$ cat src/rtl/fetch_pkg.sv
// Shared opcode constants, sequencer state encoding and skip decode for the
// program sequencer and the datapath decoder.
package fetch_pkg;

  localparam logic [3:0] OP_LDA  = 4'b0000;
  localparam logic [3:0] OP_LDB  = 4'b0001;
  localparam logic [3:0] OP_LDO  = 4'b0010;
  localparam logic [3:0] OP_LDSA = 4'b0011;
  localparam logic [3:0] OP_LDSB = 4'b0100;
  localparam logic [3:0] OP_LSH  = 4'b0101;
  localparam logic [3:0] OP_RSH  = 4'b0110;
  localparam logic [3:0] OP_CLR  = 4'b0111;
  localparam logic [3:0] OP_SNZA = 4'b1000;
  localparam logic [3:0] OP_SNZS = 4'b1001;
  localparam logic [3:0] OP_ADD  = 4'b1010;
  localparam logic [3:0] OP_SUB  = 4'b1011;
  localparam logic [3:0] OP_XOR  = 4'b1110;

  typedef enum logic [1:0] {
    ST_IDLE  = 2'd0,
    ST_FETCH = 2'd1,
    ST_ISSUE = 2'd2,
    ST_HALT  = 2'd3
  } fetch_state_e;

  // True when the opcode is a conditional skip whose flag is set.
  function automatic logic is_skip(input logic [3:0] op, input logic a_nz,
                                   input logic s_nz);
    return ((op == OP_SNZA) && a_nz) || ((op == OP_SNZS) && s_nz);
  endfunction

endpackage

$ cat src/rtl/instr_fetch_seq_if.sv
// ROM port plus the instruction issue handshake and datapath flags seen by
// the sequencer; master is the sequencer side.
interface instr_fetch_seq_if #(
  parameter int ADDR_WIDTH = 8
);
  logic [ADDR_WIDTH-1:0] rom_addr;
  logic [3:0]            rom_data;
  logic [3:0]            instr;
  logic                  instr_valid;
  logic                  instr_ready;
  logic                  a_nz;
  logic                  s_nz;

  modport master (
    output rom_addr, instr, instr_valid,
    input  rom_data, instr_ready, a_nz, s_nz
  );

  modport slave (
    input  rom_addr, instr, instr_valid,
    output rom_data, instr_ready, a_nz, s_nz
  );
endinterface

$ cat src/rtl/instr_fetch_seq_pc_counter.sv
// Program counter with load-zero, fetch increment and skip increment; end_o
// reports whether the pc after an optional skip lies past the program.
module pc_counter #(
  parameter int ADDR_WIDTH = 8,
  parameter int PROG_LEN   = 15
) (
  input  logic                  clk,
  input  logic                  rst_n,
  input  logic                  load_zero,
  input  logic                  inc,
  input  logic                  inc2,
  output logic [ADDR_WIDTH-1:0] pc,
  output logic                  end_o
);

  localparam logic [ADDR_WIDTH:0] PROG_END = (ADDR_WIDTH+1)'(PROG_LEN);

  logic [ADDR_WIDTH-1:0] pc_q, pc_d;
  logic                  wrap_q, wrap_d;
  logic [ADDR_WIDTH:0]   inc_sum;
  logic [ADDR_WIDTH:0]   np_ext;

  // wrap_q remembers a carry out of the address so a wrapped pc of 0 still
  // compares as past the end instead of aliasing to the first word.
  always_comb begin
    inc_sum = {1'b0, pc_q} + {{ADDR_WIDTH{1'b0}}, 1'b1};
    np_ext  = {wrap_q, pc_q} + {{ADDR_WIDTH{1'b0}}, inc2};
    end_o   = (np_ext >= PROG_END);
    pc_d    = pc_q;
    wrap_d  = wrap_q;
    if (load_zero) begin
      pc_d   = '0;
      wrap_d = 1'b0;
    end else if (inc || inc2) begin
      pc_d   = inc_sum[ADDR_WIDTH-1:0];
      wrap_d = wrap_q | inc_sum[ADDR_WIDTH];
    end
  end

  always_ff @(posedge clk or negedge rst_n) begin
    if (!rst_n) begin
      pc_q   <= '0;
      wrap_q <= 1'b0;
    end else begin
      pc_q   <= pc_d;
      wrap_q <= wrap_d;
    end
  end

  assign pc = pc_q;

endmodule

$ cat src/rtl/instr_fetch_seq.sv
// Program sequencer: fetches opcodes from the ROM, issues them over a
// valid/ready handshake, applies SNZA/SNZS skips and halts at program end.
//
// state    | meaning
// ---------+----------------------------------------------------------
// ST_IDLE  | after reset, waiting for start
// ST_FETCH | IR <- rom_data at pc, pc advances
// ST_ISSUE | instr_valid high, holding until instr_ready
// ST_HALT  | program finished, instr=CLR, pc frozen, start restarts
module instr_fetch_seq
  import fetch_pkg::*;
#(
  parameter int ADDR_WIDTH = 8,
  parameter int PROG_LEN   = 15
) (
  input  logic                clk,
  input  logic                rst_n,
  input  logic                start,
  instr_fetch_seq_if.master   bus,
  output logic                busy,
  output logic                halted
);

  fetch_state_e          state_q, state_d;
  logic [3:0]            ir_q, ir_d;
  logic                  valid_q, valid_d;
  logic                  busy_q, busy_d;
  logic                  halted_q, halted_d;
  logic                  pc_zero, pc_inc, pc_inc2;
  logic                  pc_end;
  logic [ADDR_WIDTH-1:0] pc;

  pc_counter #(
    .ADDR_WIDTH(ADDR_WIDTH),
    .PROG_LEN  (PROG_LEN)
  ) u_pc (
    .clk      (clk),
    .rst_n    (rst_n),
    .load_zero(pc_zero),
    .inc      (pc_inc),
    .inc2     (pc_inc2),
    .pc       (pc),
    .end_o    (pc_end)
  );

  always_comb begin
    state_d  = state_q;
    ir_d     = ir_q;
    valid_d  = valid_q;
    busy_d   = busy_q;
    halted_d = halted_q;
    pc_zero  = 1'b0;
    pc_inc   = 1'b0;
    pc_inc2  = 1'b0;
    case (state_q)
      ST_IDLE, ST_HALT: begin
        if (start) begin
          state_d  = ST_FETCH;
          pc_zero  = 1'b1;
          busy_d   = 1'b1;
          halted_d = 1'b0;
        end
      end
      ST_FETCH: begin
        ir_d    = bus.rom_data;
        pc_inc  = 1'b1;
        valid_d = 1'b1;
        state_d = ST_ISSUE;
      end
      ST_ISSUE: begin
        // Flags only matter on the accepting edge; pc_end already folds in the skip.
        if (bus.instr_ready) begin
          pc_inc2 = is_skip(ir_q, bus.a_nz, bus.s_nz);
          valid_d = 1'b0;
          if (pc_end) begin
            state_d  = ST_HALT;
            ir_d     = OP_CLR;
            busy_d   = 1'b0;
            halted_d = 1'b1;
          end else begin
            state_d  = ST_FETCH;
          end
        end
      end
      default: begin
        state_d  = ST_IDLE;
        ir_d     = OP_CLR;
        valid_d  = 1'b0;
        busy_d   = 1'b0;
        halted_d = 1'b0;
      end
    endcase
  end

  always_ff @(posedge clk or negedge rst_n) begin
    if (!rst_n) begin
      state_q  <= ST_IDLE;
      ir_q     <= OP_CLR;
      valid_q  <= 1'b0;
      busy_q   <= 1'b0;
      halted_q <= 1'b0;
    end else begin
      state_q  <= state_d;
      ir_q     <= ir_d;
      valid_q  <= valid_d;
      busy_q   <= busy_d;
      halted_q <= halted_d;
    end
  end

  assign bus.rom_addr    = pc;
  assign bus.instr       = ir_q;
  assign bus.instr_valid = valid_q;
  assign busy            = busy_q;
  assign halted          = halted_q;

endmodule
$ cat src/flat_wrapper.sv
// flat-port wrapper written by rule: the top's interface ports become plain ports
module instr_fetch_seq_flat import fetch_pkg::*;
#(
  parameter int ADDR_WIDTH = 8,
  parameter int PROG_LEN   = 15
)
  (clk, rst_n, start, busy, halted, bus_rom_addr, bus_instr, bus_instr_valid, bus_rom_data, bus_instr_ready, bus_a_nz, bus_s_nz);
  instr_fetch_seq_if #(.ADDR_WIDTH(ADDR_WIDTH)) bus_i ();
  input  logic clk;
  input  logic rst_n;
  input  logic start;
  output logic busy;
  output logic halted;
  output wire logic [$bits(bus_i.rom_addr)-1:0] bus_rom_addr;
  output wire logic [$bits(bus_i.instr)-1:0] bus_instr;
  output wire logic [$bits(bus_i.instr_valid)-1:0] bus_instr_valid;
  input wire logic [$bits(bus_i.rom_data)-1:0] bus_rom_data;
  input wire logic [$bits(bus_i.instr_ready)-1:0] bus_instr_ready;
  input wire logic [$bits(bus_i.a_nz)-1:0] bus_a_nz;
  input wire logic [$bits(bus_i.s_nz)-1:0] bus_s_nz;
  assign bus_rom_addr = bus_i.rom_addr;
  assign bus_instr = bus_i.instr;
  assign bus_instr_valid = bus_i.instr_valid;
  assign bus_i.rom_data = bus_rom_data;
  assign bus_i.instr_ready = bus_instr_ready;
  assign bus_i.a_nz = bus_a_nz;
  assign bus_i.s_nz = bus_s_nz;
  instr_fetch_seq #(.ADDR_WIDTH(ADDR_WIDTH), .PROG_LEN(PROG_LEN)) u_core (.clk(clk), .rst_n(rst_n), .start(start), .bus(bus_i), .busy(busy), .halted(halted));
endmodule
$ cat config.mk
export PLATFORM = sky130hd
export DESIGN_NAME = instr_fetch_seq_flat
export DESIGN_NICKNAME = d
export VERILOG_FILES = /design/src/rtl/fetch_pkg.sv /design/src/rtl/instr_fetch_seq_if.sv /design/src/rtl/instr_fetch_seq_pc_counter.sv /design/src/rtl/instr_fetch_seq.sv /design/src/flat_wrapper.sv
export SDC_FILE = /design/constraint.sdc
export NUM_CORES = 1
export LEC_CHECK = 0
export CORE_MARGIN = 4
export CORE_UTILIZATION = 45
export CTS_CLUSTER_SIZE = 25
export DETAILED_ROUTE_END_ITERATION = 6
export PLACE_DENSITY_LB_ADDON = 0.3
export SKIP_CTS_REPAIR_TIMING = 1
export SLEW_MARGIN = 15
export SYNTH_ARGS = -nofsm -noshare
export SYNTH_HDL_FRONTEND = slang
export SYNTH_SLANG_ARGS = --single-unit
$ cat constraint.sdc
create_clock -name clk -period 2.6 [get_ports clk]
set_input_delay 0.52 -clock clk [delete_from_list [all_inputs] [get_ports clk]]
set_output_delay 0.52 -clock clk [all_outputs]
set_load 0.005 [all_outputs]
Word-level counts from Yosys, hierarchy flattened
Index checks and enable logic that the tools add are counted.
Widths: inputs -> output; s select.
{"block": "word_totals", "regBits": 18, "input_bits": 10, "out_inout_bits": 15, "elab_cells": 58}
{"block": "classes", "add_sub_neg": 2, "n_lt_le_gt_ge": 1, "n_eq_ne": 8, "n_mux": 26, "bitwise": 1, "reduce_logical": 13}
{"cell": "$mux 8", "count": 2}
{"cell": "$mux 1", "count": 14}
{"cell": "$add 8x1->9 const B", "count": 1}
{"cell": "$add 9x1->9", "count": 1}
{"cell": "$ge 9x4->1 const B", "count": 1}
{"cell": "$eq 4x4->1 const B", "count": 2}
{"cell": "$mux 4", "count": 2}
{"cell": "$pmux 4 s2", "count": 1}
{"cell": "$mux 2", "count": 3}
{"cell": "$pmux 1 s2", "count": 3}
{"cell": "$pmux 2 s3", "count": 1}
{"cell": "$reduce_bool 2->1", "count": 3}
{"cell": "$eq 2x2->1 const B", "count": 2}
{"cell": "$ne 2x2->1 const B", "count": 2}
{"cell": "$reduce_and 2->1", "count": 2}
{"cell": "$reduce_and 4->1", "count": 1}
{"cell": "$reduce_and 3->1", "count": 1}
{"cell": "$eq 2x1->1 const B", "count": 1}
{"cell": "$logic_and 1x1->1", "count": 2}
{"cell": "$logic_not 2->1", "count": 1}
{"cell": "$logic_or 1x1->1", "count": 2}
{"cell": "$ne 2x1->1 const B", "count": 1}
{"cell": "$reduce_or 2->1", "count": 1}
{"cell": "$or 1x1->1", "count": 1}

Depth between registers and ports, before layout
{"block": "depth", "ltp_word": 10, "mapped_depth": 11, "ltp_nobuf": 11}

By module
Synthesis repeated with hierarchy kept, for this count alone.
{"block": "hier_totals", "hier_cells": 119, "hier_area_um2": 1093.5}
{"mod": "pc_counter", "n_inst": 1, "cells_per_inst": 64, "area_each_um2": 583.1}
{"mod": "instr_fetch_seq", "n_inst": 1, "cells_per_inst": 55, "area_each_um2": 510.5}

Worst setup path after synthesis
Ideal clock, no wire load.
{"block": "synth_timing", "kind": "reg-to-reg", "from": "register u_core.ir_q[0], in the netlist u_core.bus.instr[0]", "to": "register u_core.halted_q, in the netlist u_core.halted", "setup_ps": 131, "arrival_ps": 2478, "required_ps": 2469, "path_slack_ps": -9, "stages_incl_launch_ff": 10, "n_path_buf": 0, "path_cell_list": "dfstp_2 > mux2_2 > and4_1 > ha_1 > ha_1 > and3_4 > a311o_1 > o21ai_2 > a21oi_2 > or3b_1"}
{"block": "synth_via", "elab_chain_cells": 9, "word_cells_on_any_way": 11, "cone_classes": "1 x add/sub; 1 x order compare; 3 x eq/ne; 2 x mux; 4 x reduce/logical"}
{"item": "from (decl)", "line": "instr_fetch_seq.sv:25", "source": "logic [3:0] ir_q, ir_d;"}
{"item": "from (signal assigned)", "line": "instr_fetch_seq.sv:104", "source": "ir_q <= ir_d;"}
{"item": "$eq 4x4->1", "line": "fetch_pkg.sv:29", "source": "return ((op == OP_SNZA) && a_nz) || ((op == OP_SNZS) && s_nz);"}
{"item": "$logic_and 1x1->1", "line": "fetch_pkg.sv:29"}
{"item": "$logic_or 1x1->1 (*)", "line": "fetch_pkg.sv:29"}
{"item": "$mux 1 (*)", "line": "instr_fetch_seq.sv:72", "source": "if (bus.instr_ready) begin"}
{"item": "$mux 1 (*)", "line": "instr_fetch_seq.sv:55", "source": "case (state_q)"}
{"item": "$add 9x1->9 (*)", "line": "instr_fetch_seq_pc_counter.sv:27", "source": "np_ext = {wrap_q, pc_q} + {{ADDR_WIDTH{1'b0}}, inc2};"}
{"item": "$ge 9x4->1 (*)", "line": "instr_fetch_seq_pc_counter.sv:28", "source": "end_o = (np_ext >= PROG_END);"}
{"item": "$ne 2x1->1 (no source line) (*)"}
{"item": "$reduce_and 4->1 (no source line) (*)"}
{"item": "to (signal assigned)", "line": "instr_fetch_seq.sv:107", "source": "halted_q <= halted_d;"}
{"item": "to (decl)", "line": "instr_fetch_seq.sv:28", "source": "logic halted_q, halted_d;"}
Mark *: on every way between the ends. The rest lies on a longest branch, timed or not.
A chain may end at the register's enable or synchronous reset.

Final worst setup path
{"block": "layout_timing", "from": "input port bus_instr_ready", "to": "register u_core.halted_q, in the netlist u_core.halted"}
{"block": "layout_via", "elab_chain_cells": 6, "word_cells_on_any_way": 7, "cone_classes": "1 x add/sub; 1 x order compare; 2 x eq/ne; 2 x mux; 1 x reduce/logical"}
{"item": "from (decl)", "line": "flat_wrapper.sv:18", "source": "input wire logic [$bits(bus_i.instr_ready)-1:0] bus_instr_ready;"}
{"item": "$mux 1", "line": "instr_fetch_seq.sv:72"}
{"item": "$mux 1", "line": "instr_fetch_seq.sv:55"}
{"item": "$add 9x1->9", "line": "instr_fetch_seq_pc_counter.sv:27"}
{"item": "$ge 9x4->1", "line": "instr_fetch_seq_pc_counter.sv:28"}
{"item": "$ne 2x1->1 (no source line)"}
{"item": "$reduce_and 4->1 (no source line) (*)"}
Marked as above.

==> impl_metrics.yaml <==
run_status:
  run_status: "finished, final reports clean"
clock_network:
  cts_tree: "built"
  clkSlewWorstSetupHoldPaths_ps: 110
  clockRootBuffer: "clkbuf_4"
  cts-buffers-inserted: 3
  clk_latency_ps: 300
  maximum_buffer_depth_of_the_clock_tree: 2
  clock_sinks: 18
  htreeDepth: 1
worst_setup_path:
  worstPathArrival_ps: 2700
  crit_required_ps: 2790
  crit_path_start_kind: "input pin"
  cp-end-kind: "flip-flop"
  crit_fanout: 4
  path_class: "in2reg"
placed_design:
  port_buffer_cells: 24
  dp_cells: 184
  placedInstanceArea_um2: 1495
  detailed_place_hpwl_um: 2102
  final_estimated_routing_congestion_in_global_placement: 0.9115
  preCtsSetupSlack_ps: -343.7
sta:
  finalWorstPathRequiredPeriod_ps: 2503
  fin_worst_skew_ps: 2.881
  report.final.slew_viol_count: 0
  maxClockFrequency_ghz: 0.3996
  setup_repair_after_global_routing_missed_its_margin: "no"
  worst_slew_margin_rel: 0.4338
  finalSetupTns_ps: 0
  finalSetupViolations: 0
  min_period_over_period: 0.9625
  final_worst_setup_slack_ps: 97.47
  finalHoldViolCount: 0
  pin_slew_with_the_least_headroom_to_its_limit_ps: 846.6
  holdWs_ps: 550.1
synth:
  syn-instance-count: 124
  synth_top_family_by_area: "simple AND/OR/NAND/NOR gates"
  synth_adder_area_share: 0.06410
  synth.cell_area_um2: 1171
  synthFlopType: "dfrtp_1"
  synth_area_per_cell_um2: 9.445
  synth_warnings: 0
  mappedNetlistNets: 140
  muxShareOfSynthArea: 0.05342
  flops_latches_synth: 18
  synth_edf_count: 0
  synth_simple_gate_area_share: 0.2212
  synth-async-reset-ratio: 1.000
  synthXorXnorAreaFrac: 0.05235
  netlist-cell-type-count: 45
  synth_sequential_area_ratio: 0.3878
  synth_compound_area_frac: 0.1624
flow_run:
  cap_violations: 0
finish:
  final_area_um2: 1584
  layout-drive-gt1-share: 0.2264
  design.final.nets: 176
  finalCoreUtilization: 0.6394
  multi_input_comb_area_um2: 695.7
  antenna-diode-count: 0
  n_fill_cell: 215
  synthesis_to_finish_area_growth_pct: 35.26
  layout.area.seq_um2: 454.2
  instances_no_fill: 189
drt:
  num_vias: 1066
  antenna_left: 0
  drt-pass1-iter-count: 4
  drt_iter0_drcs: 31
  routed_wire_length_per_instance_um: 14.38
  detail_route.wirelength_um: 2717
  routed_via_density: 5.640
  post-route-drc-count: 0
global_route:
  grt.overflow.total: 0
  globalRouteTotalUtil: 0.1657
  antenna_found_initial: 0
  via_count_of_the_first_global_routing_pass: 1037
  grt_max_degree: 19
  grt_pass1_wl_um: 4402
floorplanning:
  die_height_um: 59.02
  die_w_um: 59.02
  floorplan.die_area_um2: 3483
  row_count: 18
  boundaryPins: 25
  design.core.area_um2: 2477
  start_util: 0.4727
power_and_ir_drop:
  leakagePower_nw: 0.6655
  post_layout_total_power_mw: 1.237
  ir_worst_vdd_v: 0.0005584
  pwr_density_cell_nw_per_um2: 781.2
hold_path:
  timing.hold.worst.class: "reg2reg"
## sequential cells by signal, summed over array words and instances (netlist names)
signal,cells
u_core.bus.instr_valid,1
u_core.u_pc.wrap_q,1
u_core.u_pc.pc,8
u_core.bus.instr,4
u_core.busy,1
u_core.state_q,2
u_core.halted,1
## logic make-up after synthesis
group | Yosys count
buffers and inverters | 13
adder cells (fa/ha/maj) | 6
flip-flops | 18
AND/OR/NAND/NOR | 48
AO/OA/AOI/OAI | 26
multiplexers | 6
XOR/XNOR | 7
## placed cells by master (no fill, tap or decap), types with 2 or more instances in the layout
cell type / instances
a21oi_1: 5
buf_4: 12
clkbuf_4: 3
clkdlybuf4s50_1: 24
dfrtp_1: 15
dfstp_2: 3
ha_1: 4
ha_4: 2
inv_1: 8
mux2i_1: 4
nand2_1: 7
nand3_1: 8
nand4_1: 3
nor2_1: 14
nor3_1: 3
o21ai_0: 4
o21ai_2: 3
or3_1: 3
xnor2_1: 4
xor2_1: 3
## synth_stat cells, types with 2 or more instances
library cell / instances / share of area
a21oi_1: 5 / 0.021
buf_6: 2 / 0.019
dfrtp_1: 15 / 0.32
dfstp_2: 3 / 0.067
ha_1: 6 / 0.064
inv_1: 8 / 0.026
mux2_2: 2 / 0.019
mux2i_1: 4 / 0.034
nand2_1: 7 / 0.022
nand3_1: 8 / 0.034
nand4_1: 3 / 0.016
nor2_1: 14 / 0.045
nor3_1: 3 / 0.013
o21ai_0: 4 / 0.017
o21ai_1: 3 / 0.013
or3_1: 3 / 0.016
xnor2_1: 4 / 0.030
xor2_1: 3 / 0.022
## final cells by class
cell class	instances	share of cell area
multi-input cells	93	0.4392
flip-flops and latches	18	0.2867
repair buffers	36	0.2085
well taps	30	0.02370
clock buffers	4	0.02291
inverters	8	0.01896
## layer usage
layer	wire length, um	part of all wire	track usage
met5	0	0	0
met2	1381	0.51	0.2823
met3	122	0.045	0.02397
met4	46	0.017	0.06796
met1	1165	0.43	0.2090
## final timing paths
check / from / to / slack [ps] / cells after the start
worst min-delay path: u_core.bus.instr_valid / u_core.bus.instr_valid / 550 / 1
worst max register to register: u_core.state_q[0] / u_core.halted / 130 / 11
min in group asynchronous: rst_n / u_core.u_pc.pc[6] / 690 / 1
max in group asynchronous: rst_n / u_core.bus.instr[3] / 1390 / 1
worst min register to register: u_core.bus.instr_valid / u_core.bus.instr_valid / 550 / 1
worst max-delay path: bus_instr_ready / u_core.halted / 100 / 10
## critical path: stages
cell and delay (ps):
clkdlybuf4s50_1 470, and2_2 160, and4_4 220, ha_4 140, buf_4 120, nand4_4 130, o21ai_2 160, nand4_1 160
o21ba_2 240, or3b_1 370
## where the power goes
group | switching (mW) | internal, mW | leakage (nW)
combinational | 0.268 | 0.317 | 0.422
clock | 0.0938 | 0.0856 | 0.0210
sequential | 0.103 | 0.370 | 0.223
total | 0.465 | 0.772 | 0.665
Power figures use the tool's default switching activity.
